`config.mk`:
```
export PLATFORM = sky130hd
export DESIGN_NAME = regfile_writeback_flat
export DESIGN_NICKNAME = d
export VERILOG_FILES = /design/src/rtl/regfile_writeback_if.sv /design/src/rtl/regfile_writeback.sv /design/src/flat_wrapper.sv
export SDC_FILE = /design/constraint.sdc
export NUM_CORES = 1
export LEC_CHECK = 0
export BUFFER_PORTS_ARGS = -buffer_cell sky130_fd_sc_hd__buf_2
export CAP_MARGIN = 20
export CORE_ASPECT_RATIO = 0.9
export CORE_MARGIN = 2
export CORE_UTILIZATION = 45
export CTS_CLUSTER_DIAMETER = 150
export DETAILED_ROUTE_END_ITERATION = 10
export PLACE_DENSITY = 0.65
export SYNTH_ARGS = -nofsm -noshare
export SYNTH_HDL_FRONTEND = slang
export SYNTH_SLANG_ARGS = --single-unit
```
`constraint.sdc`:
```
create_clock -name clk -period 6.5 [get_ports clk]
set_input_delay 1.3 -clock clk [delete_from_list [all_inputs] [get_ports clk]]
set_output_delay 1.3 -clock clk [all_outputs]
set_load 0.1 [all_outputs]
```
`src/rtl/regfile_writeback_if.sv`:
```
// -----------------------------------------------------------------------------
// regfile_writeback_if
//   Bundles the result producers, the register-file write port and the two
//   forwarding lookup ports of the write-back controller.
//
//   master : the surrounding pipeline (drives ALU/load results and lookups)
//   slave  : the write-back controller
//
//   alu_valid/alu_rd/alu_data     ALU result, always accepted
//   ld_valid/ld_ready/ld_rd/ld_data  load result with back-pressure
//   reg_write/write_reg/write_data   registered register-file write port
//   fwd_rs1/2 -> fwd_hit1/2, fwd_data1/2  combinational forwarding lookups
// -----------------------------------------------------------------------------
interface regfile_writeback_if #(
    parameter int WIDTH = 32
);
    logic             alu_valid;
    logic [4:0]       alu_rd;
    logic [WIDTH-1:0] alu_data;

    logic             ld_valid;
    logic             ld_ready;
    logic [4:0]       ld_rd;
    logic [WIDTH-1:0] ld_data;

    logic             reg_write;
    logic [4:0]       write_reg;
    logic [WIDTH-1:0] write_data;

    logic [4:0]       fwd_rs1;
    logic [4:0]       fwd_rs2;
    logic             fwd_hit1;
    logic             fwd_hit2;
    logic [WIDTH-1:0] fwd_data1;
    logic [WIDTH-1:0] fwd_data2;

    modport master (
        output alu_valid, alu_rd, alu_data,
        output ld_valid, ld_rd, ld_data,
        input  ld_ready,
        input  reg_write, write_reg, write_data,
        output fwd_rs1, fwd_rs2,
        input  fwd_hit1, fwd_hit2, fwd_data1, fwd_data2
    );

    modport slave (
        input  alu_valid, alu_rd, alu_data,
        input  ld_valid, ld_rd, ld_data,
        output ld_ready,
        output reg_write, write_reg, write_data,
        input  fwd_rs1, fwd_rs2,
        output fwd_hit1, fwd_hit2, fwd_data1, fwd_data2
    );
endinterface

```
`src/rtl/regfile_writeback.sv`:
```
// -----------------------------------------------------------------------------
// regfile_writeback
//   Write-side controller for the 32 x WIDTH register file. Owns the single
//   write port and merges a never-stalling ALU result path with a
//   back-pressured load path. Loads wait in a DEPTH-entry FIFO and drain into
//   cycles the ALU leaves idle. A younger ALU write to the same register kills
//   queued loads so they never overwrite it. Two forwarding lookups expose the
//   youngest queued or just-written value of a register.
//
//   Ports:
//     clk    rising-edge clock
//     rst_n  asynchronous active-low reset (flushes the load FIFO)
//     bus    regfile_writeback_if.slave (producers, write port, forwarding)
// -----------------------------------------------------------------------------
module regfile_writeback #(
    parameter int DEPTH = 4,   // load FIFO entries, power of two, >= 2
    parameter int WIDTH = 32
) (
    input  logic                 clk,
    input  logic                 rst_n,
    regfile_writeback_if.slave   bus
);
    localparam int AW = $clog2(DEPTH);

    typedef struct packed {
        logic             hit;
        logic [WIDTH-1:0] data;
    } fwd_t;

    // FIFO state: live bits and occupancy are reset, payload is not.
    logic [DEPTH-1:0] live_q;
    logic [4:0]       rd_q   [DEPTH];
    logic [WIDTH-1:0] data_q [DEPTH];
    logic [AW-1:0]    head_q;
    logic [AW-1:0]    tail_q;
    logic [AW:0]      count_q;

    // Output stage feeding the register file.
    logic             reg_write_q;
    logic [4:0]       write_reg_q;
    logic [WIDTH-1:0] write_data_q;

    logic full;
    logic empty;
    logic push;
    logic pop;
    logic alu_kill;

    assign full     = (count_q == (AW+1)'(DEPTH));
    assign empty    = (count_q == '0);
    // A full FIFO refuses a push even when it pops in the same cycle.
    assign push     = bus.ld_valid && !full;
    // The ALU owns the write port whenever it is valid.
    assign pop      = !bus.alu_valid && !empty;
    // A non-x0 ALU write supersedes every queued load to the same register.
    assign alu_kill = bus.alu_valid && (bus.alu_rd != 5'd0);

    assign bus.ld_ready   = !full;
    assign bus.reg_write  = reg_write_q;
    assign bus.write_reg  = write_reg_q;
    assign bus.write_data = write_data_q;

    // NOTE: sequential state uses non-blocking assignments so every register
    // samples pre-edge values regardless of block or statement order.
    always_ff @(posedge clk or negedge rst_n) begin
        if (!rst_n) begin
            head_q  <= '0;
            tail_q  <= '0;
            count_q <= '0;
        end else begin
            if (push) tail_q <= tail_q + AW'(1);
            if (pop)  head_q <= head_q + AW'(1);
            case ({push, pop})
                2'b10:   count_q <= count_q + (AW+1)'(1);
                2'b01:   count_q <= count_q - (AW+1)'(1);
                default: count_q <= count_q;
            endcase
        end
    end

    // Live bits: cleared by a matching ALU write or by popping, set on push.
    // The push slot differs from the pop slot whenever both happen, and kill
    // never coincides with pop, so the later assignments cannot mask a kill
    // that matters.
    always_ff @(posedge clk or negedge rst_n) begin
        if (!rst_n) begin
            live_q <= '0;
        end else begin
            for (int i = 0; i < DEPTH; i++) begin
                if (alu_kill && (rd_q[i] == bus.alu_rd)) live_q[i] <= 1'b0;
            end
            if (pop)  live_q[head_q] <= 1'b0;
            // The same-cycle ALU result is younger than the load being pushed.
            if (push) live_q[tail_q] <= !(alu_kill && (bus.ld_rd == bus.alu_rd));
        end
    end

    // NOTE: payload storage has no reset; the live bits and occupancy counter
    // alone decide whether an entry means anything.
    always_ff @(posedge clk) begin
        if (push) begin
            rd_q[tail_q]   <= bus.ld_rd;
            data_q[tail_q] <= bus.ld_data;
        end
    end

    // Write-port arbitration: ALU first, then FIFO head, else idle.
    always_ff @(posedge clk or negedge rst_n) begin
        if (!rst_n) begin
            reg_write_q  <= 1'b0;
            write_reg_q  <= '0;
            write_data_q <= '0;
        end else if (bus.alu_valid) begin
            reg_write_q  <= (bus.alu_rd != 5'd0);
            write_reg_q  <= bus.alu_rd;
            write_data_q <= bus.alu_data;
        end else if (pop) begin
            if (live_q[head_q]) begin
                reg_write_q  <= (rd_q[head_q] != 5'd0);
                write_reg_q  <= rd_q[head_q];
                write_data_q <= data_q[head_q];
            end else begin
                // Killed entry: the slot is consumed but writes nothing.
                reg_write_q  <= 1'b0;
                write_reg_q  <= '0;
                write_data_q <= '0;
            end
        end else begin
            reg_write_q <= 1'b0;
        end
    end

    // Youngest pending value of rs. The output stage is the oldest pending
    // write, then FIFO slots are scanned head to tail so the youngest match
    // overrides. Only occupied slots can be live.
    function automatic fwd_t lookup(input logic [4:0] rs);
        fwd_t          r;
        logic [AW-1:0] idx;
        r = '0;
        if (rs != 5'd0) begin
            if (reg_write_q && (write_reg_q == rs)) begin
                r.hit  = 1'b1;
                r.data = write_data_q;
            end
            for (int k = 0; k < DEPTH; k++) begin
                idx = head_q + AW'(k);
                if (live_q[idx] && (rd_q[idx] == rs)) begin
                    r.hit  = 1'b1;
                    r.data = data_q[idx];
                end
            end
        end
        return r;
    endfunction

    fwd_t fwd1;
    fwd_t fwd2;

    // NOTE: every always_comb output is assigned on every path (here by the
    // function's own default) so no latch is inferred.
    always_comb begin
        fwd1 = lookup(bus.fwd_rs1);
        fwd2 = lookup(bus.fwd_rs2);
    end

    assign bus.fwd_hit1  = fwd1.hit;
    assign bus.fwd_data1 = fwd1.data;
    assign bus.fwd_hit2  = fwd2.hit;
    assign bus.fwd_data2 = fwd2.data;

endmodule

```
`src/flat_wrapper.sv`:
```
// flat-port wrapper written by rule: the top's interface ports become plain ports
module regfile_writeback_flat 
#(
    parameter int DEPTH = 4,                                           
    parameter int WIDTH = 32
)
  (clk, rst_n, bus_alu_valid, bus_alu_rd, bus_alu_data, bus_ld_valid, bus_ld_rd, bus_ld_data, bus_ld_ready, bus_reg_write, bus_write_reg, bus_write_data, bus_fwd_rs1, bus_fwd_rs2, bus_fwd_hit1, bus_fwd_hit2, bus_fwd_data1, bus_fwd_data2);
  regfile_writeback_if #(.WIDTH(WIDTH)) bus_i ();
  input  logic clk;
  input  logic rst_n;
  input wire logic [$bits(bus_i.alu_valid)-1:0] bus_alu_valid;
  input wire logic [$bits(bus_i.alu_rd)-1:0] bus_alu_rd;
  input wire logic [$bits(bus_i.alu_data)-1:0] bus_alu_data;
  input wire logic [$bits(bus_i.ld_valid)-1:0] bus_ld_valid;
  input wire logic [$bits(bus_i.ld_rd)-1:0] bus_ld_rd;
  input wire logic [$bits(bus_i.ld_data)-1:0] bus_ld_data;
  output wire logic [$bits(bus_i.ld_ready)-1:0] bus_ld_ready;
  output wire logic [$bits(bus_i.reg_write)-1:0] bus_reg_write;
  output wire logic [$bits(bus_i.write_reg)-1:0] bus_write_reg;
  output wire logic [$bits(bus_i.write_data)-1:0] bus_write_data;
  input wire logic [$bits(bus_i.fwd_rs1)-1:0] bus_fwd_rs1;
  input wire logic [$bits(bus_i.fwd_rs2)-1:0] bus_fwd_rs2;
  output wire logic [$bits(bus_i.fwd_hit1)-1:0] bus_fwd_hit1;
  output wire logic [$bits(bus_i.fwd_hit2)-1:0] bus_fwd_hit2;
  output wire logic [$bits(bus_i.fwd_data1)-1:0] bus_fwd_data1;
  output wire logic [$bits(bus_i.fwd_data2)-1:0] bus_fwd_data2;
  assign bus_i.alu_valid = bus_alu_valid;
  assign bus_i.alu_rd = bus_alu_rd;
  assign bus_i.alu_data = bus_alu_data;
  assign bus_i.ld_valid = bus_ld_valid;
  assign bus_i.ld_rd = bus_ld_rd;
  assign bus_i.ld_data = bus_ld_data;
  assign bus_ld_ready = bus_i.ld_ready;
  assign bus_reg_write = bus_i.reg_write;
  assign bus_write_reg = bus_i.write_reg;
  assign bus_write_data = bus_i.write_data;
  assign bus_i.fwd_rs1 = bus_fwd_rs1;
  assign bus_i.fwd_rs2 = bus_fwd_rs2;
  assign bus_fwd_hit1 = bus_i.fwd_hit1;
  assign bus_fwd_hit2 = bus_i.fwd_hit2;
  assign bus_fwd_data1 = bus_i.fwd_data1;
  assign bus_fwd_data2 = bus_i.fwd_data2;
  regfile_writeback #(.DEPTH(DEPTH), .WIDTH(WIDTH)) u_core (.clk(clk), .rst_n(rst_n), .bus(bus_i));
endmodule
```
# --- Word-level counts from Yosys, hierarchy flattened ---
# Memory sizes are Yosys's and may differ from the RTL's.
# Cells that the tools add are included.
word_totals:
  regBits: 49
  mem_bits_rw: 148
  input_bits: 88
  output_inout_bits: 105
  word_cells: 116
  memories: 2
mem_list:
  columns: ["name", "depth", "word_bits", "rd", "rd_clocked_by_memory_dff", "wr", "line_no", "text"]
  rows:
  - ["u_core.data_q", 4, 32, 4, 0, 1, "regfile_writeback.sv:33", "logic [WIDTH-1:0] data_q [DEPTH];"]
  - ["u_core.rd_q", 4, 5, 8, 0, 1, "regfile_writeback.sv:32", "logic [4:0] rd_q [DEPTH];"]
op_classes:
  addsub: 6
  magnitude_cmp: 7
  n_eq_ne: 18
  n_mux: 43
  bitwise_logic: 2
  n_reduce_logical: 31
ops:
  columns: ["op", "count"]
  rows:
  - ["2-to-1 mux 33 bit", 12]
  - ["2-to-1 mux 32 bit", 3]
  - ["equality test 5 bit", 15]
  - ["logical AND 1 bit", 20]
  - ["nonzero test 5 bit", 4]
  - ["< comparator 2 x 3 -> 1 bit, second input constant", 5]
  - ["2-to-1 mux 1 bit", 15]
  - ["2-to-1 mux 5 bit", 3]
  - ["binary-select mux 1 bit (select 2 bit)", 4]
  - ["2-to-1 mux 4 bit", 2]
  - ["one-hot mux 3 bit (2 select lines)", 1]
  - ["adder 2 x 1 -> 2 bit, second input constant", 2]
  - ["adder 2 bit, second input constant", 2]
  - ["AND 4 bit", 1]
  - ["bitwise mux 4 bit", 1]
  - ["demux 1 bit (select 2 bit)", 2]
  - ["greater-or-equal comparator 2 x 1 -> 1 bit, second input constant", 2]
  - ["zero test 1 bit", 4]
  - ["NOT 4 bit", 1]
  - ["nonzero test 2 bit", 2]
  - ["adder 3 x 1 -> 3 bit, second input constant", 1]
  - ["equality test 3 bit, second input constant", 1]
  - ["zero test 3 bit", 1]
  - ["subtractor 3 x 1 -> 3 bit, second input constant", 1]
  - ["2 further kinds", 2]

# --- Logic depth before layout (Yosys ltp) ---
depth:
  ltp_word: 9
  ltp_mapped: 18
  depth_no_buf: 10

# --- Least setup slack after synthesis ---
# OpenSTA, ideal clock, no wires.
synth_path:
  kind: "register to output"
  start: "reg u_core.head_q[1]"
  end: "out bus_fwd_data2[11]"
  t_arrival_ns: 6.315
  required_time_ns: 5.200
  setup_slack_ns: -1.115
  path_stages_with_launch: 17
  path_buffers: 8
  cell_sequence: "dfrtp_1 -> buf_2 -> buf_2 -> clkbuf_1 -> buf_1 -> inv_1 -> ha_1 -> buf_2 -> buf_2 -> mux4_2 -> xnor2_1 -> nand4_1 -> buf_2 -> nor2_2 -> clkbuf_1 -> a221oi_1 -> o31ai_1"
synth_via:
  elab_chain_len: 8
  word_cells_on_any_way: 26
synth_lines:
  columns: ["element", "line_no", "text"]
  rows:
  - ["start, declared", "regfile_writeback.sv:34", "logic [AW-1:0] head_q;"]
  - ["start signal, assigned", "regfile_writeback.sv:72", "if (pop) head_q <= head_q + AW'(1);"]
  - ["adder 2 x 1 -> 2 bit, or another cell as far along", "regfile_writeback.sv:146", "idx = head_q + AW'(k);"]
  - ["memory (4 x 5 bit), or another cell as far along", null, null]
  - ["equality test 5 bit, or another cell as far along", "regfile_writeback.sv:147", "if (live_q[idx] && (rd_q[idx] == rs)) begin"]
  - ["logical AND 1 bit or 2-to-1 mux 33 bit (tied branches)", "regfile_writeback.sv:147", null]
  - ["2-to-1 mux 33 bit (2 in a row)", "regfile_writeback.sv:147", null]
  - ["2-to-1 mux 33 bit *", "regfile_writeback.sv:147", null]
  - ["2-to-1 mux 33 bit *", "regfile_writeback.sv:140", "if (rs != 5'd0) begin"]
  - ["end, declared", "flat_wrapper.sv:26", "output wire logic [$bits(bus_i.fwd_data2)-1:0] bus_fwd_data2;"]
# Every way passes the cells marked *; elsewhere a longest branch is shown, timed or not. The select of a mux whose other input is x is not followed.

# --- Worst setup path after layout ---
layout_path:
  start: "reg u_core.head_q[0]"
  end: "out bus_fwd_data2[14]"
# The elaborated chain is that of the path after synthesis.

==> impl_results.rst <==
.. list-table::
   :header-rows: 1

   * - Metric
     - Value
   * - Synthesized netlist net count
     - 1164
   * - Post-synth ARST share
     - 24.87%
   * - Worst reg2reg startpoint
     - u_core.head_q[1]
   * - Static leakage power
     - 0.005935 uW
   * - Starting DRT DRC Count
     - 1629
   * - Syn. warnings
     - 0
   * - Fraction of the yosys area taken by sequential cells
     - 41.17%
   * - Biggest area consumer among synthesized cells
     - edfxtp_1
   * - Via-to-Cell Ratio
     - 7.202
   * - Final period utilization
     - 94.45%
   * - Pre-Repair DR Iteration Count
     - 7
   * - Syn Std Cell Area
     - 0.01377 mm^2
   * - CORE AREA
     - 0.03003 mm^2
   * - Hold-fix buffers at CTS
     - 0
   * - Via count of the first global-routing pass
     - 11325
   * - Maximum number of pins on one net before global-route repair
     - 68
   * - Clock sink total
     - 197
   * - H-tree levels
     - 4
   * - Total setup buffers inserted after CTS
     - 0
   * - Clock latency on the worst-skew pair
     - 0.46 ns
   * - Wire length of the first global-routing pass
     - 70.28 mm
   * - Highest achievable clock rate
     - 0.1629 GHz
   * - Total wire length
     - 46.46 mm
   * - Number of gates resized after CTS
     - 0
   * - Period minus WS final
     - 6.139 ns
   * - Worst Min Path Start
     - u_core.bus.write_data[12]
   * - Unrepaired setup endpoints after global routing
     - no
   * - DRT antenna net count
     - 0
   * - Combined global-route utilization of all metal layers
     - 29.20%
   * - Number of maximum-capacitance violations
     - 0
   * - Power per Cell Area
     - 569.0 mW/mm^2
   * - Initial Util
     - 45.87%
   * - Run status
     - completed
   * - Post-route cell area
     - 0.01698 mm^2
   * - Signal arrival time at the worst endpoint
     - 4.84 ns
   * - Count of nets after finishing
     - 1289
   * - Cell with the most instances after synthesis
     - mux4_2
   * - Instance area after placement
     - 0.01634 mm^2
   * - Root buffer selected by CTS
     - clkbuf_16
   * - Number of port buffers
     - 192
   * - Required time of the critical path
     - 5.20 ns
   * - Synthesized area per cell
     - 12.92 um^2
   * - Crit Path Max Fanout
     - 23
   * - Max-slew violation count
     - 0
   * - Crit Path Category
     - flop to primary output
   * - Mapped Cells
     - 1066
   * - Clock-pin transition on the worst setup and hold timing paths
     - 0.08 ns
   * - Final std cells w/o fill
     - 1614
   * - TritonCTS clock tree
     - done
   * - Max IR drop VDD
     - 0.0003401 V
   * - Element type at the critical path end
     - primary output
   * - Maximum clock skew at final layout
     - 0.01367 ns
   * - Count of unresolved DRC violations after routing
     - 0
   * - Top cells by area, synth
     - edfxtp_1, mux4_2, dfrtp_1, a221oi_1, o31ai_1
   * - Tightest slew margin relative to the limit
     - 28.45%
   * - CTS Buf Count
     - 17
   * - Least-Margin Pin Slew
     - 1.073 ns
   * - Top cells by count, synth
     - mux4_2, edfxtp_1, clkbuf_1
   * - Total instance count after detailed placement
     - 1574
   * - Final weighted congestion in routability-driven placement
     - 0.8421
   * - Source of the critical timing path
     - u_core.head_q[0]
   * - Number of flops mapped to enable cells by yosys
     - 148
   * - Crit path launch type
     - flop
   * - Min-Delay Path Class
     - flop to flop
   * - Via count
     - 11624
   * - Maximum number of buffers from clock root to sink
     - 2
   * - Biggest register
     - u_core.data_q
   * - Area overhead of the layout relative to synthesis
     - 23.26%
   * - Post-DP HPWL
     - 30.21 mm
   * - Die ar.
     - 0.03203 mm^2
   * - I/O pin count
     - 193
   * - Die Width
     - 188.4 um
   * - Number of core rows
     - 60
   * - Vertical die dimension
     - 170.0 um
   * - Per-cell routed wire length
     - 28.78 um
   * - Filler Cells Inserted
     - 2410
   * - Number of flip-flops under the largest register name
     - 128
   * - Synthesis-stage register bit count
     - 197
   * - Fraction of layout instances using a drive strength above 1
     - 41.03%
   * - Final hold vios
     - 0
   * - Proportion of netlist area held by the largest area contributor
     - 32.26%
   * - Initial antenna violation count
     - 7
   * - Final global-route overflow total
     - 0
   * - Distinct cells, synth
     - 46
   * - Final setup violation count
     - 0
   * - Top FF cell, synth
     - edfxtp_1
routing by layer:
layer  global-route usage, %  vias up  wire [um]
li1                        -     4746          -
met1                   40.06     5908      18200
met2                   46.67      867      22040
met3                   6.022       99       5001
met4                   10.02        4       1198
met5                       0        -         19
where the power goes:
part,total (uW),internal [uW],switching (uW)
Combinational,6550,2270,4280
Clock,1100,547,550
Sequential,2020,1690,325
layout by cell type (no fill, tap or decap), types with 9 or more instances in the layout:
master | netlist | layout
a211oi_1 | 23 | 23
a221oi_1 | 55 | 55
a222oi_1 | 37 | 37
a22oi_1 | 23 | 23
a32oi_1 | 32 | 32
and2_1 | 16 | 15
buf_12 | 0 | 37
buf_2 | 26 | 158
buf_4 | 5 | 33
clkbuf_16 | 0 | 17
dfrtp_1 | 49 | 47
edfxtp_1 | 148 | 148
inv_1 | 45 | 45
mux4_2 | 152 | 152
nand2_1 | 19 | 19
nand3_1 | 45 | 43
nor2_1 | 62 | 60
nor3_1 | 12 | 11
nor4_1 | 10 | 9
o21ai_0 | 10 | 10
o31ai_4 | 0 | 52
xnor2_1 | 42 | 41
xor2_1 | 38 | 38
critical path, stage by stage, from the launching register on:
cell and delay, ns:
dfrtp_4 0.65, inv_1 0.18, ha_4 0.50, mux4_2 0.59
xnor2_1 0.19, nand4_1 0.58, or2_2 0.80, buf_4 0.30
nor2_1 0.28, o31ai_4 0.10, buf_12 0.20
per-stage QoR:
step	power [uW]	util [%]	setup TNS (ns)	setup slack, ns	hold WS [ns]
2_1_floorplan	6966	-	-0.4194	-0.4194	0.4838
3_3_place_gp	8407	54.40	0	1.023	0.5248
3_5_place_dp	8503	54.42	0	0.8818	0.5288
4_1_cts	9603	56.39	0	0.3786	0.5458
5_1_grt	10030	56.50	0	0.2123	0.5731
6_report	9661	56.54	0	0.3611	0.5437
final cells by class:
class,instances,area [um^2],share of cell area [%]
diodes,7,17.52,0.1032
clock buffers,17,425.4,2.506
clock inverters,15,166.4,0.9801
inverters,45,168.9,0.9948
multi-input cells,701,8212,48.36
flip-flops and latches,197,5678,33.44
well taps,403,504.2,2.970
repair buffers,229,1807,10.64
final timing paths:
| kind | slack [ns] | cells after the start | to |
|---|---|---|---|
| min | 0.54 | 2 | u_core.bus.write_data[12] |
| min reg2reg | 0.54 | 2 | u_core.bus.write_data[12] |
| max | 0.36 | 10 | bus_fwd_data2[14] |
| min in group asynchronous | 1.00 | 2 | u_core.bus.write_data[29] |
| max reg2reg | 3.75 | 5 | u_core.bus.write_data[11] |
| max in group asynchronous | 4.88 | 2 | u_core.head_q[0] |
cell families after synthesis:
logic type,count (synthesis),synth area share (%)
compound gates,267,15.86
xor+xnor,80,5.087
fa+ha+maj,10,0.9629
buf+inv,168,5.123
flops,197,41.17
mux,152,24.85
simple gates,192,6.949
Power figures use the tool's default switching activity.
